==> src/rtl/vend_pkg.sv <==
// Shared types and sizing helpers for the vending output dispenser.
// The state set and timer width are common to the controller and its bench.
package vend_pkg;

  typedef enum logic [2:0] {
    IDLE  = 3'd0,
    PROD  = 3'd1,
    CHG   = 3'd2,
    GAP   = 3'd3,
    FAULT = 3'd4
  } state_e;

  localparam int unsigned PULSE_LEN_DEF = 4;
  localparam int unsigned GAP_LEN_DEF   = 2;
  localparam int unsigned TIMEOUT_DEF   = 16;
  localparam int unsigned CNT_W_DEF     = 2;

  // The single timer is shared by all timed states, so size it for the longest one.
  function automatic int unsigned timer_width(input int unsigned timeout,
                                              input int unsigned pulse_len,
                                              input int unsigned gap_len);
    int unsigned longest;
    longest = timeout;
    if (pulse_len > longest) longest = pulse_len;
    if (gap_len > longest) longest = gap_len;
    return $clog2(longest) + 1;
  endfunction

  localparam int unsigned TMR_W_DEF = timer_width(TIMEOUT_DEF, PULSE_LEN_DEF, GAP_LEN_DEF);

endpackage

==> src/rtl/vend_req_cnt.sv <==
// Saturating pending-request counter: +1 on inc, -1 on dec, unchanged on both.
// ovf_o pulses when an increment is lost because the counter is already full.
module vend_req_cnt
  import vend_pkg::*;
#(
  parameter int unsigned W = CNT_W_DEF
) (
  input  logic         clk,
  input  logic         srst,
  input  logic         inc_i,
  input  logic         dec_i,
  output logic [W-1:0] count_o,
  output logic         ovf_o
);

  localparam logic [W-1:0] CNT_MAX = '1;

  logic [W-1:0] count_q;
  logic [W-1:0] count_d;

  always_comb begin
    count_d = count_q;
    ovf_o   = 1'b0;
    if (inc_i && !dec_i) begin
      if (count_q == CNT_MAX) begin
        ovf_o = 1'b1;
      end else begin
        count_d = count_q + W'(1);
      end
    end else if (dec_i && !inc_i && (count_q != '0)) begin
      count_d = count_q - W'(1);
    end
  end

  always_ff @(posedge clk) begin
    if (srst) begin
      count_q <= '0;
    end else begin
      count_q <= count_d;
    end
  end

  assign count_o = count_q;

endmodule

==> src/rtl/vend_dispenser.sv <==
// Output-side controller: queues product/change strobes and drives the motor
// and coin-return actuators one request at a time with a forced idle gap.
module vend_dispenser
  import vend_pkg::*;
#(
  parameter int unsigned PULSE_LEN = PULSE_LEN_DEF,
  parameter int unsigned GAP_LEN   = GAP_LEN_DEF,
  parameter int unsigned TIMEOUT   = TIMEOUT_DEF,
  parameter int unsigned CNT_W     = CNT_W_DEF
) (
  input  logic             clock,
  input  logic             reset,
  input  logic             x,
  input  logic             y,
  input  logic             drop_ok,
  output logic             motor,
  output logic             coin_ret,
  output logic             busy,
  output logic             fault,
  output logic             ovf,
  output logic [CNT_W-1:0] pend_prod,
  output logic [CNT_W-1:0] pend_chg
);

  localparam int unsigned TMR_W = timer_width(TIMEOUT, PULSE_LEN, GAP_LEN);
  localparam logic [TMR_W-1:0] TOUT_LAST  = TMR_W'(TIMEOUT - 1);
  localparam logic [TMR_W-1:0] PULSE_LAST = TMR_W'(PULSE_LEN - 1);
  localparam logic [TMR_W-1:0] GAP_LAST   = TMR_W'(GAP_LEN - 1);

  state_e           state_q;
  logic [TMR_W-1:0] timer_q;
  logic             motor_q;
  logic             coin_ret_q;
  logic             busy_q;
  logic             fault_q;
  logic             ovf_q;

  logic [CNT_W-1:0] pend_prod_cnt;
  logic [CNT_W-1:0] pend_chg_cnt;
  logic             ovf_prod;
  logic             ovf_chg;
  logic             disp_prod;
  logic             disp_chg;

  // Dispatch decisions feed the counters' decrement in the same edge the FSM leaves IDLE.
  assign disp_prod = (state_q == IDLE) && (pend_prod_cnt != '0);
  assign disp_chg  = (state_q == IDLE) && (pend_prod_cnt == '0) && (pend_chg_cnt != '0);

  vend_req_cnt #(.W(CNT_W)) u_prod_cnt (
    .clk     (clock),
    .srst    (reset),
    .inc_i   (x),
    .dec_i   (disp_prod),
    .count_o (pend_prod_cnt),
    .ovf_o   (ovf_prod)
  );

  vend_req_cnt #(.W(CNT_W)) u_chg_cnt (
    .clk     (clock),
    .srst    (reset),
    .inc_i   (y),
    .dec_i   (disp_chg),
    .count_o (pend_chg_cnt),
    .ovf_o   (ovf_chg)
  );

  always_ff @(posedge clock) begin
    if (reset) begin
      state_q    <= IDLE;
      timer_q    <= '0;
      motor_q    <= 1'b0;
      coin_ret_q <= 1'b0;
      busy_q     <= 1'b0;
      fault_q    <= 1'b0;
      ovf_q      <= 1'b0;
    end else begin
      ovf_q <= ovf_q | ovf_prod | ovf_chg;
      case (state_q)
        IDLE: begin
          if (disp_prod) begin
            state_q <= PROD;
            motor_q <= 1'b1;
            busy_q  <= 1'b1;
            timer_q <= '0;
          end else if (disp_chg) begin
            state_q    <= CHG;
            coin_ret_q <= 1'b1;
            busy_q     <= 1'b1;
            timer_q    <= '0;
          end
        end
        PROD: begin
          // A drop on the timeout edge still counts as a successful vend.
          if (drop_ok) begin
            state_q <= GAP;
            motor_q <= 1'b0;
            timer_q <= '0;
          end else if (timer_q == TOUT_LAST) begin
            state_q <= FAULT;
            motor_q <= 1'b0;
            fault_q <= 1'b1;
          end else begin
            timer_q <= timer_q + TMR_W'(1);
          end
        end
        CHG: begin
          if (timer_q == PULSE_LAST) begin
            state_q    <= GAP;
            coin_ret_q <= 1'b0;
            timer_q    <= '0;
          end else begin
            timer_q <= timer_q + TMR_W'(1);
          end
        end
        GAP: begin
          if (timer_q == GAP_LAST) begin
            state_q <= IDLE;
            busy_q  <= 1'b0;
            timer_q <= '0;
          end else begin
            timer_q <= timer_q + TMR_W'(1);
          end
        end
        FAULT: begin
          state_q    <= FAULT;
          motor_q    <= 1'b0;
          coin_ret_q <= 1'b0;
          busy_q     <= 1'b1;
          fault_q    <= 1'b1;
        end
        default: begin
          state_q    <= IDLE;
          motor_q    <= 1'b0;
          coin_ret_q <= 1'b0;
          busy_q     <= 1'b0;
          timer_q    <= '0;
        end
      endcase
    end
  end

  assign motor     = motor_q;
  assign coin_ret  = coin_ret_q;
  assign busy      = busy_q;
  assign fault     = fault_q;
  assign ovf       = ovf_q;
  assign pend_prod = pend_prod_cnt;
  assign pend_chg  = pend_chg_cnt;

endmodule

==> config.mk <==
export PLATFORM = sky130hd
export DESIGN_NAME = vend_dispenser
export DESIGN_NICKNAME = d
export VERILOG_FILES = /design/src/rtl/vend_pkg.sv /design/src/rtl/vend_req_cnt.sv /design/src/rtl/vend_dispenser.sv
export SDC_FILE = /design/constraint.sdc
export NUM_CORES = 1
export LEC_CHECK = 0
export CAP_MARGIN = 20
export CELL_PAD_IN_SITES_DETAIL_PLACEMENT = 0
export CELL_PAD_IN_SITES_GLOBAL_PLACEMENT = 1
export CORE_ASPECT_RATIO = 1.1
export CORE_UTILIZATION = 40
export DETAILED_ROUTE_END_ITERATION = 8
export PLACE_DENSITY = 0.78
export SLEW_MARGIN = 20
export SYNTH_ARGS = -nofsm -noshare
export SYNTH_HDL_FRONTEND = slang
export SYNTH_SLANG_ARGS = --single-unit
==> constraint.sdc <==
create_clock -name clock -period 2.1 [get_ports clock]
set_input_delay 0.21 -clock clock [delete_from_list [all_inputs] [get_ports clock]]
set_output_delay 0.21 -clock clock [all_outputs]
set_load 0.03 [all_outputs]
Yosys cells after proc, flatten, opt, wreduce, memory -nomap -nowiden
Index checks and enable logic that the tools add are counted.
W data, S select, Z words.
{"block": "word_totals", "regBits": 17, "inputBits": 5, "wordCells": 110, "output_inout_bits": 9}
{"block": "classes", "n_mux": 38, "bitwise_logic": 6, "n_addsub": 5, "reduce_logical": 31, "n_eq_ne": 21}
{"op": "$mux W5", "count": 6}
{"op": "$pmux W5 S5", "count": 1}
{"op": "$mux W3", "count": 6}
{"op": "$pmux W3 S5", "count": 1}
{"op": "$mux W1", "count": 14}
{"op": "$ne A2 B2 Y1 const B", "count": 7}
{"op": "$mux W2", "count": 6}
{"op": "$reduce_and A3 Y1", "count": 4}
{"op": "$reduce_bool A2 Y1", "count": 5}
{"op": "$logic_and A1 B1 Y1", "count": 9}
{"op": "$reduce_and A4 Y1", "count": 2}
{"op": "$eq A3 B2 Y1 const B", "count": 2}
{"op": "$ne A3 B3 Y1 const B", "count": 2}
{"op": "$pmux W1 S3", "count": 2}
{"op": "$reduce_or A2 Y1", "count": 3}
{"op": "$add A5 B1 Y5 const B", "count": 1}
{"op": "$eq A5 B1 Y1 const B", "count": 1}
{"op": "$eq A5 B2 Y1 const B", "count": 1}
{"op": "$eq A5 B4 Y1 const B", "count": 1}
{"op": "$add A2 B1 Y2 const B", "count": 2}
{"op": "$eq A2 B2 Y1 const B", "count": 2}
{"op": "$logic_not A1 Y1", "count": 4}
{"op": "$ne A2 B1 Y1 const B", "count": 2}
{"op": "$not A1 Y1", "count": 4}
{"op": "10 further kinds", "count": 13}

Logic depth before layout (Yosys ltp)
{"block": "depth", "word_depth": 7, "ltp_mapped": 7, "mapped_depth_nobuf": 7}

By module
From an unflattened synthesis, not the netlist that was laid out.
{"block": "hier_totals", "cells_unflattened": 122, "area_unflattened_um2": 1071.0}
{"mod": "vend_dispenser", "area_per_inst_um2": 838.3, "seq_area_each_um2": 260.2, "n_inst": 1, "cells_each": 96}
{"mod": "vend_req_cnt", "area_per_inst_um2": 116.4, "seq_area_each_um2": 40.0, "n_inst": 2, "cells_each": 13}

Least setup slack after synthesis
Ideal clock, no wire load.
{"block": "synth_path", "path_type": "reg2reg", "from": "reg timer_q[0]", "to": "reg timer_q[3]", "path_buffers": 0, "path_slack_ps": 283, "period_less_slack_ps": 1817, "t_arrival_ps": 1747, "stages_incl_launch_ff": 8, "setup_ps": 70, "required_ps": 2030, "path_cell_list": "dfxtp_1 -> ha_1 -> and3_1 -> ha_1 -> inv_1 -> o22ai_4 -> or4_1 -> a21oi_1"}
{"block": "synth_between", "elab_chain_len": 4, "word_cells_on_any_way": 11, "classes_between": "add/sub: 1; eq/ne: 4; mux: 5; reduce/logical: 1"}
{"item": "from (decl)", "line": "vend_dispenser.sv:31", "text": "logic [TMR_W-1:0] timer_q;"}
{"item": "from (signal assigned)", "line": "vend_dispenser.sv:103", "text": "timer_q <= timer_q + TMR_W'(1);"}
{"item": "from (signal assigned)", "line": "vend_dispenser.sv:112", "text": "timer_q <= timer_q + TMR_W'(1);"}
{"item": "from (signal assigned)", "line": "vend_dispenser.sv:121", "text": "timer_q <= timer_q + TMR_W'(1);"}
{"item": "$add A5 B1 Y5", "line": "vend_dispenser.sv:103, vend_dispenser.sv:112, vend_dispenser.sv:121"}
{"item": "$mux W5", "line": "vend_dispenser.sv:98", "text": "end else if (timer_q == TOUT_LAST) begin"}
{"item": "$mux W5", "line": "vend_dispenser.sv:94", "text": "if (drop_ok) begin"}
{"item": "$pmux W5 S5", "line": "vend_dispenser.sv:78", "text": "case (state_q)"}
Several ways; a longest one is shown, not always the timed one. The select of a mux whose other input is x is not followed.
A chain may end at the register's enable or synchronous reset.

Final worst setup path
Same ends and word-level chain as after synthesis.

==> run summary <==
Status = finished, final reports clean
Pwr/cell area = 1190 mW/mm2
Met3 WL = 57 um
Pre-antenna DRT Iters = 4
Power Total = 1.46 mW
Async S/R FF share, synth = 0
Worst Tran Pin Value = 0.666 ns
Initial antenna violation count = 0
# fillers = 239
First DRT Iteration DRCs = 24
R2R Setup Slk = 0.20 ns
IO Pins = 14
Die Wd = 50.4 um
Vias in the first global route = 825
Num CTS Buffers = 3
Clock skew = 0.0106 ns
Postcts setup bufs = 0
Total via count in the routed design = 940
Layout Nets = 145
Clk_lat worst skew = 0.30 ns
WP data required = 2.33 ns
Gate Count Post-Synth = 120
H-tree Lvls = 1
Critical Path Sink Type = flip-flop
Fin crit share = 0.906
Post-route setup slack = 0.198 ns
Setup TNS = 0 ns
Final hold violations = 0
Area growth syn-to-layout = 19.3%
Final wirelength = 2180 um
Port Buffers = 13
ANT nets after route = 0
DP HPWL = 1590 um
Syn_nets = 128
Max transition margin = 0.555
Pins Over Slew Limit = 0
Max Fclk = 526 MHz
Yosys reg bits = 17
Initial Util = 0.440
Root Buffer = clkbuf_4
Drt drc = 0
Placer Congestion = 0.802
DR top layer = met4
Row cnt = 18
Final core occ = 0.525
Max FO, Critical Path = 7
First-pass GRT wire length = 3720 um
WP data arrival = 2.13 ns
Routed length on met2 = 917 um
Bufs on Longest Clock Path = 2
Layout cells sized above 1 = 0.162
Ant diodes = 0
Die area = 0.00278 mm2
Crit Path Category = reg -> reg
Grt ovf = 0
Wl on met1 = 1170 um
Final Critical Period = 1.90 ns
# setup viols final = 0
Most frequent cells in the layout = dfxtp_1, clkdlybuf4s50_1, a21oi_1, inv_1
Max IR drop VDD = 524 uV
Gr usage total = 0.172
Hold slack = 0.466 ns
Largest net degree at the start of global routing = 18
Crit path launch type = flip-flop
Yosys warnings = 0
Commonest non-fill, non-tap cell in the layout = dfxtp_1
Die height = 55.2 um
Pre-CTS setup slack = 0.156 ns
Wire per inst = 13.1 um
Post-synthesis sequential area ratio = 0.330
Max cap viols = 0
EDFF count, synth = 0
Post-synthesis cell area = 0.00103 mm2
Worst hold path class = reg -> reg
Core ar. = 0.00234 mm2
Synth unique cells = 50
CTS sink cnt = 17
Leak pwr = 0.444 nW
Prevailing post-synth register cell = dfxtp_1
Vias per cell = 5.66
Clk slew on worst S/H paths = 0.10 ns
Syn Area/Cell = 8.59 um2
CTS tree = built
Unrepaired setup endpoints after global routing = false
[power by group]
part / switching (mW) / internal, mW / total, mW
Combinational: 0.443 / 0.377 / 0.820
Sequential: 0.0706 / 0.390 / 0.460
Clock: 0.111 / 0.0709 / 0.182
Total: 0.625 / 0.838 / 1.46
[what timing repair did]
| item | in CTS | in global routing |
|---|---|---|
| gates resized for setup | 0 | 1 |
| endpoints found under the hold margin | 0 | 0 |
| setup endpoints to repair | 0 | 1 |
| hold buffers | 0 | 0 |
[layer usage]
metal,global-route usage,vias up
li1,-,482
met1,0.249,438
met2,0.251,16
met3,0.0165,4
met4,0.0833,0
met5,0,-
[critical path, stage by stage (launching register included)]
cell     delay, ns
dfxtp_1       0.35
ha_2          0.22
and3_1        0.18
ha_1          0.21
inv_1         0.10
o22ai_4       0.11
or4_1         0.52
a21oi_1       0.14
[synthesized netlist by cell type, types with 3 or more instances]
master	n	area, um2
a21oi_1	10	50.1
dfxtp_1	17	340
ha_1	3	37.5
inv_1	8	30.0
nor2_1	6	22.5
nor3_1	7	35.0
o21ai_0	7	35.0
or3_1	5	31.3
[area by class of cell]
class                   count  area, um2  share of cell area
clock buffers               3       22.5              0.0183
repair buffers             18        168               0.136
inverters                   8       30.0              0.0244
clock inverters             1       5.00             0.00407
multi-input cells          89        627               0.510
well taps                  30       37.5              0.0305
flip-flops and latches     17        340               0.277
[stage by stage]
step	cells	cell area (um2)
2_1_floorplan	120	1030
3_3_place_gp	162	1200
3_5_place_dp	162	1200
4_1_cts	166	1230
5_1_grt	166	1230
6_report	166	1230
[cells by family (layout without fill, tap and decap cells)]
group / Yosys count / count (layout) / synth area share
multiplexers: 2 / 2 / 0.0194
flip-flops: 17 / 17 / 0.330
adder cells (fa/ha/maj): 3 / 3 / 0.0364
buffers and inverters: 14 / 30 / 0.0643
AND/OR/NAND/NOR: 45 / 45 / 0.272
AO/OA/AOI/OAI: 39 / 39 / 0.278
[worst paths after layout]
path         cells after the start                      end               startpoint
max reg2reg                      7  timer_q[3]$_SDFFE_PP0P_  timer_q[0]$_SDFFE_PP0P_
max                              7  timer_q[3]$_SDFFE_PP0P_  timer_q[0]$_SDFFE_PP0P_
min                              2    coin_ret$_SDFFE_PP0P_    coin_ret$_SDFFE_PP0P_
min reg2reg                      2    coin_ret$_SDFFE_PP0P_    coin_ret$_SDFFE_PP0P_
[sequential cells by signal (all words and copies together), names as in the netlist]
| signal | flops |
|---|---|
| timer_q | 5 |
| u_chg_cnt.count_o | 2 |
| motor | 1 |
| state_q | 3 |
| u_prod_cnt.count_o | 2 |
| coin_ret | 1 |
| busy | 1 |
| fault | 1 |
| ovf | 1 |
No activity file was read; power rests on OpenSTA's default activity.
